===== src/rtl/serial_adder.sv =====
// Bit-serial (STEP bits per cycle) adder/subtractor with a registered carry
// between slices; results, carry-out and overflow publish on entry to DONE.
module serial_adder #(
  parameter int WIDTH = 8,
  parameter int STEP  = 1
) (
  input  logic             clk,
  input  logic             rst_n,
  input  logic             start,
  input  logic [WIDTH-1:0] a,
  input  logic [WIDTH-1:0] b,
  input  logic             cin,
  input  logic             sub,
  output logic             busy,
  output logic             done,
  output logic [WIDTH-1:0] sum,
  output logic             cout,
  output logic             ovf
);

  localparam int N  = WIDTH / STEP;
  localparam int CW = (N > 1) ? $clog2(N) : 1;

  typedef enum logic [1:0] {IDLE, RUN, DONE} state_t;

  state_t           state;
  logic [WIDTH-1:0] a_r;
  logic [WIDTH-1:0] b_r;
  logic             sub_r;
  logic             carry_r;
  logic [CW-1:0]    cnt;
  logic [WIDTH-1:0] acc;

  logic [STEP-1:0]  a_sl;
  logic [STEP-1:0]  b_sl;
  logic [STEP-1:0]  s_sl;
  logic             c;
  logic             c_msb;
  logic             c_out;
  logic [WIDTH-1:0] acc_next;
  logic             last;

  assign last = (cnt == CW'(N - 1));

  // Full-adder chain over the current slice; c_msb ends as the carry into the
  // slice's top bit, which on the last slice is the carry into the word MSB.
  always_comb begin
    a_sl     = a_r[int'(cnt) * STEP +: STEP];
    b_sl     = b_r[int'(cnt) * STEP +: STEP] ^ {STEP{sub_r}};
    s_sl     = '0;
    c        = carry_r;
    c_msb    = carry_r;
    for (int i = 0; i < STEP; i++) begin
      c_msb   = c;
      s_sl[i] = a_sl[i] ^ b_sl[i] ^ c;
      c       = (a_sl[i] & b_sl[i]) | (c & (a_sl[i] ^ b_sl[i]));
    end
    c_out    = c;
    acc_next = acc;
    acc_next[int'(cnt) * STEP +: STEP] = s_sl;
  end

  always_ff @(posedge clk or negedge rst_n) begin
    if (!rst_n) begin
      state   <= IDLE;
      a_r     <= '0;
      b_r     <= '0;
      sub_r   <= 1'b0;
      carry_r <= 1'b0;
      cnt     <= '0;
      acc     <= '0;
      busy    <= 1'b0;
      done    <= 1'b0;
      sum     <= '0;
      cout    <= 1'b0;
      ovf     <= 1'b0;
    end else begin
      case (state)
        IDLE, DONE: begin
          done <= 1'b0;
          if (start) begin
            a_r     <= a;
            b_r     <= b;
            sub_r   <= sub;
            // Subtraction is a + ~b + 1, so the incoming carry replaces cin.
            carry_r <= sub ? 1'b1 : cin;
            cnt     <= '0;
            acc     <= '0;
            busy    <= 1'b1;
            state   <= RUN;
          end else begin
            state <= IDLE;
          end
        end
        RUN: begin
          acc     <= acc_next;
          carry_r <= c_out;
          if (last) begin
            sum   <= acc_next;
            cout  <= c_out;
            ovf   <= c_msb ^ c_out;
            busy  <= 1'b0;
            done  <= 1'b1;
            state <= DONE;
          end else begin
            cnt <= cnt + CW'(1);
          end
        end
        default: begin
          busy  <= 1'b0;
          done  <= 1'b0;
          state <= IDLE;
        end
      endcase
    end
  end

endmodule


===== config.mk =====
export PLATFORM = sky130hd
export DESIGN_NAME = serial_adder
export DESIGN_NICKNAME = d
export VERILOG_FILES = /design/src/rtl/serial_adder.sv
export SDC_FILE = /design/constraint.sdc
export NUM_CORES = 1
export LEC_CHECK = 0
export BUFFER_PORTS_ARGS = -buffer_cell sky130_fd_sc_hd__buf_4
export CAP_MARGIN = 0
export CORE_ASPECT_RATIO = 1.5
export CORE_MARGIN = 1.5
export CORE_UTILIZATION = 55
export DETAILED_ROUTE_END_ITERATION = 8
export PLACE_DENSITY = 0.87
export SYNTH_ARGS = -nofsm -noshare
export SYNTH_HDL_FRONTEND = slang
export SYNTH_SLANG_ARGS = --single-unit

===== constraint.sdc =====
create_clock -name clk -period 6.9 [get_ports clk]
set_input_delay 1.38 -clock clk [delete_from_list [all_inputs] [get_ports clk]]
set_output_delay 1.38 -clock clk [all_outputs]
set_load 0.1 [all_outputs]

==> results of run 1 <==
## layout make-up
cell class / count / area (sq um)
inverter: 9 / 33.8
clock inverter: 2 / 37.5
sequential: 42 / 1050
timing repair buffer: 33 / 248
clock buffer: 6 / 72.6
tap: 43 / 53.8
multi-input combinational: 156 / 990
fill: 303 / 1230
## critical path, cell delays in order, from the launching register on
cell     delay (ps)
dfrtp_1         650
mux2i_1         140
mux4_2          480
xor2_1          170
fa_1            550
or4b_1          590
or4_1           490
nand3_1          90
## how the worst min path moves through the flow
stage	slack [ps]	end	depth (start not counted)
2_1_floorplan	440	a_r[2]$_DFFE_PN0P_	2
3_3_place_gp	460	a_r[5]$_DFFE_PN0P_	2
3_5_place_dp	460	a_r[7]$_DFFE_PN0P_	2
4_1_cts	480	a_r[7]$_DFFE_PN0P_	2
5_1_grt	510	cout$_DFFE_PN0P_	2
6_report	480	a_r[7]$_DFFE_PN0P_	2
## registers in the layout, indices dropped and copies added, names as in the netlist, 3 cells and up
signal / flops
b_r: 8
cnt: 3
sum: 8
a_r: 8
acc: 8
## layout by cell type (no fill, tap or decap), types with 2 or more instances in the layout
master / netlist / layout
mux4_2: 3 / 3
o21ai_0: 7 / 7
o31ai_1: 2 / 2
o21ai_1: 5 / 5
ha_1: 4 / 4
or3_1: 3 / 3
a32o_1: 2 / 2
dfrtp_1: 42 / 42
nor2_1: 7 / 7
nor2b_1: 2 / 2
mux2i_1: 12 / 12
nand3_1: 11 / 11
inv_1: 9 / 9
nand3b_1: 2 / 2
clkbuf_8: 0 / 5
or3b_1: 2 / 2
buf_4: 0 / 33
nand2b_1: 3 / 3
o211ai_1: 4 / 4
a31oi_1: 5 / 5
xor2_1: 2 / 2
or4_1: 5 / 5
nand2_1: 60 / 60
## layer usage
layer  up-vias  share of wire, %  track usage (%)
met1       757                40             27.3
met4         0               4.4             13.8
met3        15               3.3             5.62
met5         -                 0                0
li1        823                 -                -
met2        37                52             38.2
## cells in the mapped netlist (2+ instances only)
master and number:
nand3b_1 2, o31ai_1 2, o21ai_1 5, or3b_1 2, dfrtp_1 42, xor2_1 2, clkbuf_1 10, ha_1 4
a32o_1 2, nand2b_1 3, or4_1 5, nand2_1 60, or3_1 3, inv_1 9, mux4_2 3, a31oi_1 5
nor2b_1 2, buf_2 2, o21ai_0 7, buf_6 2, nor2_1 7, mux2i_1 12, o211ai_1 4, nand3_1 11
## stage by stage
| step | std cells | utilization [%] | instance area (sq um) |
|---|---|---|---|
| floorplan | 221 | - | 2140 |
| global placement | 283 | 63.9 | 2380 |
| detailed placement | 283 | 63.9 | 2380 |
| CTS | 291 | 66.9 | 2490 |
| global route | 291 | 66.9 | 2490 |
| finish | 291 | 66.9 | 2490 |
## cells by family (layout without fill, tap and decap cells)
logic type,after synthesis,after routing,share of synthesized area [%]
AOI/OAI and AO/OA,30,30,9.16
adders and majority gates,5,5,3.27
and+or+nand+nor,104,104,24.2
buffers and inverters,23,50,4.84
xor gates and xnor gates,2,2,0.817
DFF,42,42,49.0
muxes,15,15,8.75
==> impl_results.md, run 1 <==
* Status: finished clean
* Synth top area share at 49.0%
* Row count at 27
* Post-Syn Instances at ~220
* CTS tree: done
* ANT cells at 0
* # IOs at 33
* CP Max Fanout at 14
* Layout cells sized above 1 at 18.5%
* Synthesized Nets at roughly 250
* Tot GR Track Use at 23.5%
* Final WL at 4300 microns
* Total congestion overflow at 0
* Vias in the first global route at 1,559
* Largest net degree at the start of global routing at 43
* Slew Viols, Final at 0
* Class of the worst hold path: reg2reg
* Core footprint at roughly 0.0037 sq mm
* Cell Area, Synth at 0.00214 sq mm
* Initial Util at 57.7%
* RSZ-0062 raised after global routing: false
* Htree depth at 2
* Final min period at 3230 ps
* Reg2reg path depth at 7
* Initial antenna violation count at 0
* Post-place setup slack at 3670 ps
* P&R area growth vs syn at 15.9%
* Setup TNS at 0 ps
* Nets at about 270
* TritonCTS buffer count at 5
* Fin. Hold Viols at 0
* Worst setup SP type: flip-flop
* Number of buffers added on ports at 32
* CP required at 7140 ps
* R2R Path End: acc[0]$_DFFE_PN0P_
* Via density per instance at 5.61
* Overall die width at 54.0 microns
* Dpl hpwl at about 3000 microns
* CP endpoint: acc[0]$_DFFE_PN0P_
* Total vias in the final route at 1,632
* Initial drt markers at 40
* Hold_ws at 478 ps
* Seq/Total Area, Yosys at 49.0%
* Crit end category: flip-flop
* Fmax at 309 MHz
* Routed Antenna Nets at 0
* Die area at 0.00429 sq mm
* Post-synth EDFFs at 0
* Endpoints failing setup at 0
* Crit path from: cnt[1]$_DFFE_PN0P_
* Skew final at between 4 and 5 ps
* Final worst-path cycle share at 46.9%
* First-pass GRT wire length at 7060 microns
* Main synth FF type: dfrtp_1
* Post-CTS setup buffers at 0
* Async SR Flop Fraction at 100%
* Top post-synthesis cells by area: dfrtp_1 (49%), nand2_1 (11%), mux2i_1 (5.6%), mux4_2 (3.2%), nand3_1 (2.6%)
* Synth Register Bits at between 40 and 50
* Number of library cell types mapped by synthesis at 39
* Worst skew pair latency at approximately 310 ps
* Setup Crit Path Kind: reg2reg
* WL per Instance at 14.8 microns
* GPL Wtd Cong at between 0.8 and 0.9
* Hold Path Origin: a_r[7]$_DFFE_PN0P_
* # hold bufs at CTS at 0
* Number of synthesis warnings at 0
* DR pass1 iterations at 4
* Worst Slack Setup Final at 3670 ps
* Die span in y at roughly 80 microns
* Max Cap Violations at 0
* Crit path DAT at 3470 ps
* DRC at 0
* CTS clk-pin slew, worst paths at 80 ps
* R2r setup slk at around 3700 ps
* Slew headroom at a little under a third
* PostCTS Resize Cnt at 0
* Root buffer cell: clkbuf_8
* Launch point of the worst reg-to-reg path: cnt[1]$_DFFE_PN0P_
* Syn avg cell area at 9.70 sq um
* Yosys top cell by area: dfrtp_1
* Clock buffer depth at 2
* CTS sink cnt at 42
* Tightest Pin Transition at a little over 1000 ps
Power of run 1 is left out: the tool's default activity adds up to more than one toggle a clock period on the data nets, which glitch-free logic cannot reach.
==> run 2, diff against run 1 <==
- ABC_AREA: default -> 1
- CORE_UTILIZATION: 55 -> 50
- PLACE_DENSITY: 0.87 -> 0.84
- clock period: 6.9 -> 2.6 ns (I/O delays scaled with it)
==> run 2 against run 1 <==
Sequential share of layout area rose by 0.74 points. Register-to-register slack got worse by 3400 ps. Synthesized area fell by 1.7%. Via count rose by 6.6%. Routed wire length fell by 5.7%. First-iteration DRC count rose by 45%. Worst setup slack got worse by 3400 ps. Critical path depth rose by 4. Flip-flop and latch count did not move. Clock-buffer cell count rose by 1. Critical path type unchanged. Highest routed layer unchanged.
==> impl_results.md, run 2 <==
* # IOs at 33 (unchanged)
* Worst skew pair latency at 290 ps (-20 ps)
* Die area at 0.00462 sq mm (+7.8%)
* Synth cell count leaders: nand2_1 (88), dfrtp_1 (42), nand3_1 (29)
* DR pass1 iterations at 4 (unchanged)
* Core footprint at 0.00399 sq mm (+7.5%)
* RSZ-0062 raised after global routing: false
* # hold bufs at CTS at 0 (unchanged)
* Routed Antenna Nets at 0 (unchanged)
* Total congestion overflow at 0 (unchanged)
* CTS sink cnt at 42 (unchanged)
* PostCTS Resize Cnt at 0 (unchanged)
* Initial drt markers at 58 (+45%)
* Via density per instance at 5.21 (-7.2%)
* Crit end category: flip-flop
* Fmax at 425 MHz (+37%)
* WL per Instance at 12.1 microns (-18%)
* Critical path's top delay family: simple AND/OR/NAND/NOR gates
* Syn avg cell area at 8.24 sq um (-15%)
* Post-CTS setup buffers at 0 (unchanged)
* First-pass GRT wire length at 7130 microns (+1.1%)
* Final worst-path cycle share at 90.6% (+44 points)
* Endpoints failing setup at 0 (unchanged)
* Slowest CP cell: dfrtp_1
* P&R area growth vs syn at 15.9% (about the same)
* CP required at 2790 ps (-4350 ps)
* ANT cells at 0 (unchanged)
* Post-Syn Instances at 256 (+16%)
* Worst setup SP type: flip-flop
* Overall die width at 56.0 microns (+3.8%)
* Final WL at 4060 microns (-5.7%)
* Slew headroom at 62.9% (+31 points)
* Synth Register Bits at 42 (unchanged)
* Fin. Hold Viols at 0 (unchanged)
* Most frequent cells in the layout: nand2_1 (88), dfrtp_1 (42), buf_4 (33), nand3_1 (29)
* Most common cell after layout, fill and taps aside: nand2_1
* Buf/Inv on CP at 2 (+2)
* Row count at 28 (+3.7%)
* Register Area at 0.00105 sq mm (unchanged)
* Number of library cell types mapped by synthesis at 30 (-23%)
* Most frequent cell after synthesis: nand2_1
* Final min period at 2350 ps (-879 ps)
* Crit path DAT at 2540 ps (-930 ps)
* CTS clk-pin slew, worst paths at 70 ps (about the same)
* CTS tree: done
* Slew Viols, Final at 0 (unchanged)
* Clock buffer depth at 2 (unchanged)
* Synthesized Nets at 282 (+14%)
* Vias in the first global route at 1,680 (+7.8%)
* Layout cells sized above 1 at 21.5% (+2.9 points)
* DRC at 0 (unchanged)
* Crit path cell chain: inv_2 > o21ai_1 > nand3_1 > nand3_1 > nand2_1 > fa_1 > inv_1 > nand3_1 > nand3_1 > nand3_1 > nand2_1
* Slowest stage delay, CP at 610 ps (-40 ps)
* GPL Wtd Cong at 0.884 (-0.33%)
* Layout fillers at 361 (+19%)
* Class of the worst hold path: in2async
* Total vias in the final route at 1,739 (+6.6%)
* Status: finished clean
* Setup Crit Path Kind: reg2reg
* Root buffer cell: clkbuf_8
* Main synth FF type: dfrtp_1
* Top post-synthesis cells by area: dfrtp_1 (50%), nand2_1 (16%), nand3_1 (6.9%), o21ai_1 (3.8%), nor2_1 (2.8%)
* TritonCTS buffer count at 5 (unchanged)
* Async SR Flop Fraction at 100% (unchanged)
* Multi-input logic area at 912 sq um (-7.8%)
* Seq/Total Area, Yosys at 49.9% (+0.84 points)
* Largest net degree at the start of global routing at 43 (unchanged)
* Htree depth at 2 (unchanged)
* Yosys top cell by area: dfrtp_1
* Nets at 315 (+15%)
* CP Max Fanout at 14 (unchanged)
* Dpl hpwl at 3020 microns (-0.36%)
* Initial antenna violation count at 0 (unchanged)
* Setup TNS at 0 ps (unchanged)
* Max Cap Violations at 0 (unchanged)
* Die span in y at 82.5 microns (+3.8%)
* Tot GR Track Use at 19.6% (-3.9 points)
* Tightest Pin Transition at 556 ps (-465 ps)
* Cell mode on critical path: nand3_1
* Initial Util at 52.8% (-4.9 points)
* Synth top area share at 49.9% (+0.84 points)
* Post-synth EDFFs at 0 (unchanged)
* Skew final at 7.55 ps (+2.80 ps)
* Number of buffers added on ports at 32 (unchanged)
* Number of synthesis warnings at 0 (unchanged)
* Cell Area, Synth at 0.00211 sq mm (-1.7%)
[run 2: changes by cell type after synthesis, sizes merged, moves of 5 or more]
cell,delta
nand3,+19
mux2i,-12
inv,+16
or4,-5
nand2,+31
o21ai,+12
nor2,+14
a31oi,-5
clkbuf,-9
[run 2: through the flow]
stage	setup WS [ps]	hold WS (ps)	instance area, sq um	util, %	std cells
global route	36.2	247	2440	61.2	334
global placement	408	457	2370	59.3	327
finish	245	201	2440	61.2	334
CTS	257	214	2440	61.2	334
detailed placement	270	465	2370	59.3	327
floorplan	627	224	2110	-	256
[run 2: logic make-up after synthesis]
logic type               count (synthesis)  synth area share (%)
flip-flops                              42                  49.9
adder cells (fa/ha/maj)                  5                  3.32
AND/OR/NAND/NOR                        144                  30.7
buffers and inverters                   33                  6.88
AO/OA/AOI/OAI                           31                  8.84
XOR/XNOR                                 1                 0.416
[run 2: cell type report]
type	instances	share of cell area [%]
flip-flops and latches	42	43.0
multi-input cells	181	37.3
repair buffers	33	10.1
inverters	26	4.10
clock buffers	7	3.12
well taps	45	2.30
[run 2: path summary, 6_finish.rpt]
| kind | depth (start not counted) | to | slack [ps] | from |
|---|---|---|---|---|
| max | 11 | sum[6]$_DFFE_PN0P_ | 250 | cnt[0]$_DFFE_PN0P_ |
| min | 1 | done$_DFFE_PN0P_ | 200 | rst_n |
| max reg2reg | 11 | sum[6]$_DFFE_PN0P_ | 250 | cnt[0]$_DFFE_PN0P_ |
| min reg2reg | 2 | acc[4]$_DFFE_PN0P_ | 480 | acc[4]$_DFFE_PN0P_ |
| max in group asynchronous | 1 | sub_r$_DFFE_PN0P_ | 2050 | rst_n |
| min in group clk | 3 | b_r[7]$_DFFE_PN0P_ | 420 | b[7] |
[run 2: metal layers]
layer / part of all wire, % / vias to the layer above / GRT usage, % / routed length (microns)
met1: 41 / 794 / 22.1 / 1650
met4: 3.3 / 0 / 11.2 / 134
met2: 52 / 50 / 35.2 / 2120
li1: - / 881 / - / -
met5: 0 / - / 0 / 0
met3: 3.8 / 14 / 3.43 / 155
Power of run 2 is left out for the same reason.
==> run 3, diff against run 2 <==
- SETUP_SLACK_MARGIN: default -> 0.5
- clock period: 2.6 -> 1.9 ns (I/O delays scaled with it)
==> run 3 against run 2 <==
The flow now finishes with violations (setup timing). Routed wire length rose by 13%. First-iteration DRC count decreased by 14%. Clock-buffer cell count fell by 1. Register-to-register slack got worse by 450 ps. Clock skew down 3.2 ps. Worst setup slack lost 450 ps. Flip-flop and latch count unchanged. Global-route usage up 2.0 points. Highest routed layer unchanged. Hold slack worse by 140 ps. Utilization increased by 7.5 points. Via count is 4.3% higher. Critical path depth increased by 3.
==> impl_results.md, run 3 (synthesis results as in run 2) <==
* Number of buffers added on ports at 32 (unchanged)
* Largest net degree at the start of global routing at 43 (unchanged)
* R2r setup slk at -200 ps (-450 ps)
* Via density per instance at 5.23 (+0.40%)
* Layout cells sized above 1 at 35.8% (+14 points)
* Clock buffer depth at 2 (unchanged)
* Failing checks: setup timing
* WL per Instance at 13.2 microns (+9.0%)
* CP endpoint: sum[4]$_DFFE_PN0P_
* Endpoints failing setup at 17 (+17)
* P&R area growth vs syn at 30.1%
* Placed inst area at 0.00244 sq mm (+2.9%)
* Status: finished with violations
* Crit path from: cnt[0]$_DFFE_PN0P_
* Tightest Pin Transition at 494 ps (-62.0 ps)
* Total congestion overflow at 0 (unchanged)
* CP Max Fanout at 7 (-7)
* Final worst-path cycle share at 111% (+20 points)
* Crit end category: flip-flop
* First-pass GRT wire length at 7670 microns (+7.5%)
* Setup TNS at -2720 ps (-2720 ps)
* Worst Slack Setup Final at -201 ps (-446 ps)
* Skew final at 4.35 ps (-3.19 ps)
* DR pass1 iterations at 4 (unchanged)
* ANT cells at 0 (unchanged)
* Launch point of the worst reg-to-reg path: cnt[0]$_DFFE_PN0P_
* R2R Path End: sum[4]$_DFFE_PN0P_
* Max Cap Violations at 0 (unchanged)
* Slew Viols, Final at 0 (unchanged)
* Worst setup SP type: flip-flop
* GPL Wtd Cong at 0.971 (+9.9%)
* Initial drt markers at 50 (-14%)
* Dpl hpwl at 3140 microns (+4.0%)
* Fmax at 476 MHz (+12%)
* Nets at 328 (+4.1%)
* Worst skew pair latency at 290 ps (about the same)
* Tot GR Track Use at 21.6% (+2.0 points)
* RSZ-0062 raised after global routing: true
* Most frequent cells in the layout: nand2_1 (82), buf_4 (43), dfrtp_1 (39), o21ai_1 (18), nand3_2 (18)
* Slew headroom at 67.1% (+4.2 points)
* Core footprint at 0.00399 sq mm (unchanged)
* CTS tree: done
* Crit path DAT at 2290 ps (-250 ps)
* Routed Antenna Nets at 0 (unchanged)
* CTS clk-pin slew, worst paths at 80 ps (about the same)
* CTS sink cnt at 42 (unchanged)
* DRC at 0 (unchanged)
* Root buffer cell: clkbuf_8
* Initial Util at 52.8% (unchanged)
* Layout fillers at 309 (-14%)
* Total vias in the final route at 1,814 (+4.3%)
* Reg2reg path depth at 14 (+3)
* Vias in the first global route at 1,797 (+7.0%)
* CP required at 2090 ps (-700 ps)
* Fin. Hold Viols at 0 (unchanged)
* # IOs at 33 (unchanged)
* TritonCTS buffer count at 5 (unchanged)
* Row count at 28 (unchanged)
* Final WL at 4600 microns (+13%)
* Most common cell after layout, fill and taps aside: nand2_1
* Die span in y at 82.5 microns (unchanged)
* Overall die width at 56.0 microns (unchanged)
* Final instance area at 0.00274 sq mm (+12%)
* Final min period at 2100 ps (-254 ps)
* Setup Crit Path Kind: reg2reg
* Class of the worst hold path: in2async
* Initial antenna violation count at 0 (unchanged)
* Die area at 0.00462 sq mm (unchanged)
* Htree depth at 2 (unchanged)
-- run 3: how the worst min path moves through the flow --
stage | end | start | slack, ps | cells after the start
5_1_grt | acc[1]$_DFFE_PN0P_ | rst_n | 90 | 1
3_5_place_dp | sum[3]$_DFFE_PN0P_ | rst_n | 380 | 1
3_3_place_gp | sum[3]$_DFFE_PN0P_ | rst_n | 380 | 1
4_1_cts | acc[1]$_DFFE_PN0P_ | rst_n | 80 | 1
2_1_floorplan | a_r[0]$_DFFE_PN0P_ | rst_n | 80 | 0
6_report | acc[1]$_DFFE_PN0P_ | rst_n | 60 | 1
-- run 3: what timing repair did --
item,4_1_cts,5_1_grt
setup endpoints to repair,26,35
hold buffers,0,0
pin swaps,26,5
resized for setup,32,11
endpoints found under the hold margin,0,0
buffers inserted,2,3
-- run 3: critical path, stage by stage, from the launching register on --
cell and delay, ps:
dfrtp_2 470, buf_4 150, buf_6 110, nand2_4 60
nand2_2 50, nand3_2 80, nand2_1 50, nand2_1 50
nand2_1 60, fa_1 490, inv_2 70, nand3_4 120
nand3_2 90, nand3_1 100, nand2_1 50
-- run 3: layout make-up --
class                           instances  area, sq um  area share, %
Inverter                               26          105           3.83
Clock inverter                          1         30.0           1.09
Timing Repair Buffer                   46          357           13.0
Sequential cell                        42         1050           38.5
Clock buffer                            6         82.6           3.01
Multi-Input combinational cell        181         1060           38.5
Tap cell                               45         56.3           2.05
-- run 3: layer usage --
layer,share of wire (%),up-vias,track usage (%)
li1,-,911,-
met1,37,832,21.6
met2,56,58,41.9
met3,4.0,13,3.58
met4,3.1,0,12.6
met5,0,-,0
-- run 3: per-stage QoR --
step                      utilization [%]  cells  hold WS, ps  setup WS (ps)
after floorplan                         -    256         84.4          -32.6
after global placement               61.0    335          383          -99.9
after detailed placement             61.0    335          384           -194
after CTS                            67.3    344         75.9          -82.9
after global routing                 68.7    347         88.4           -308
final                                68.7    347         56.4           -201
Power of run 3 is left out for the same reason.
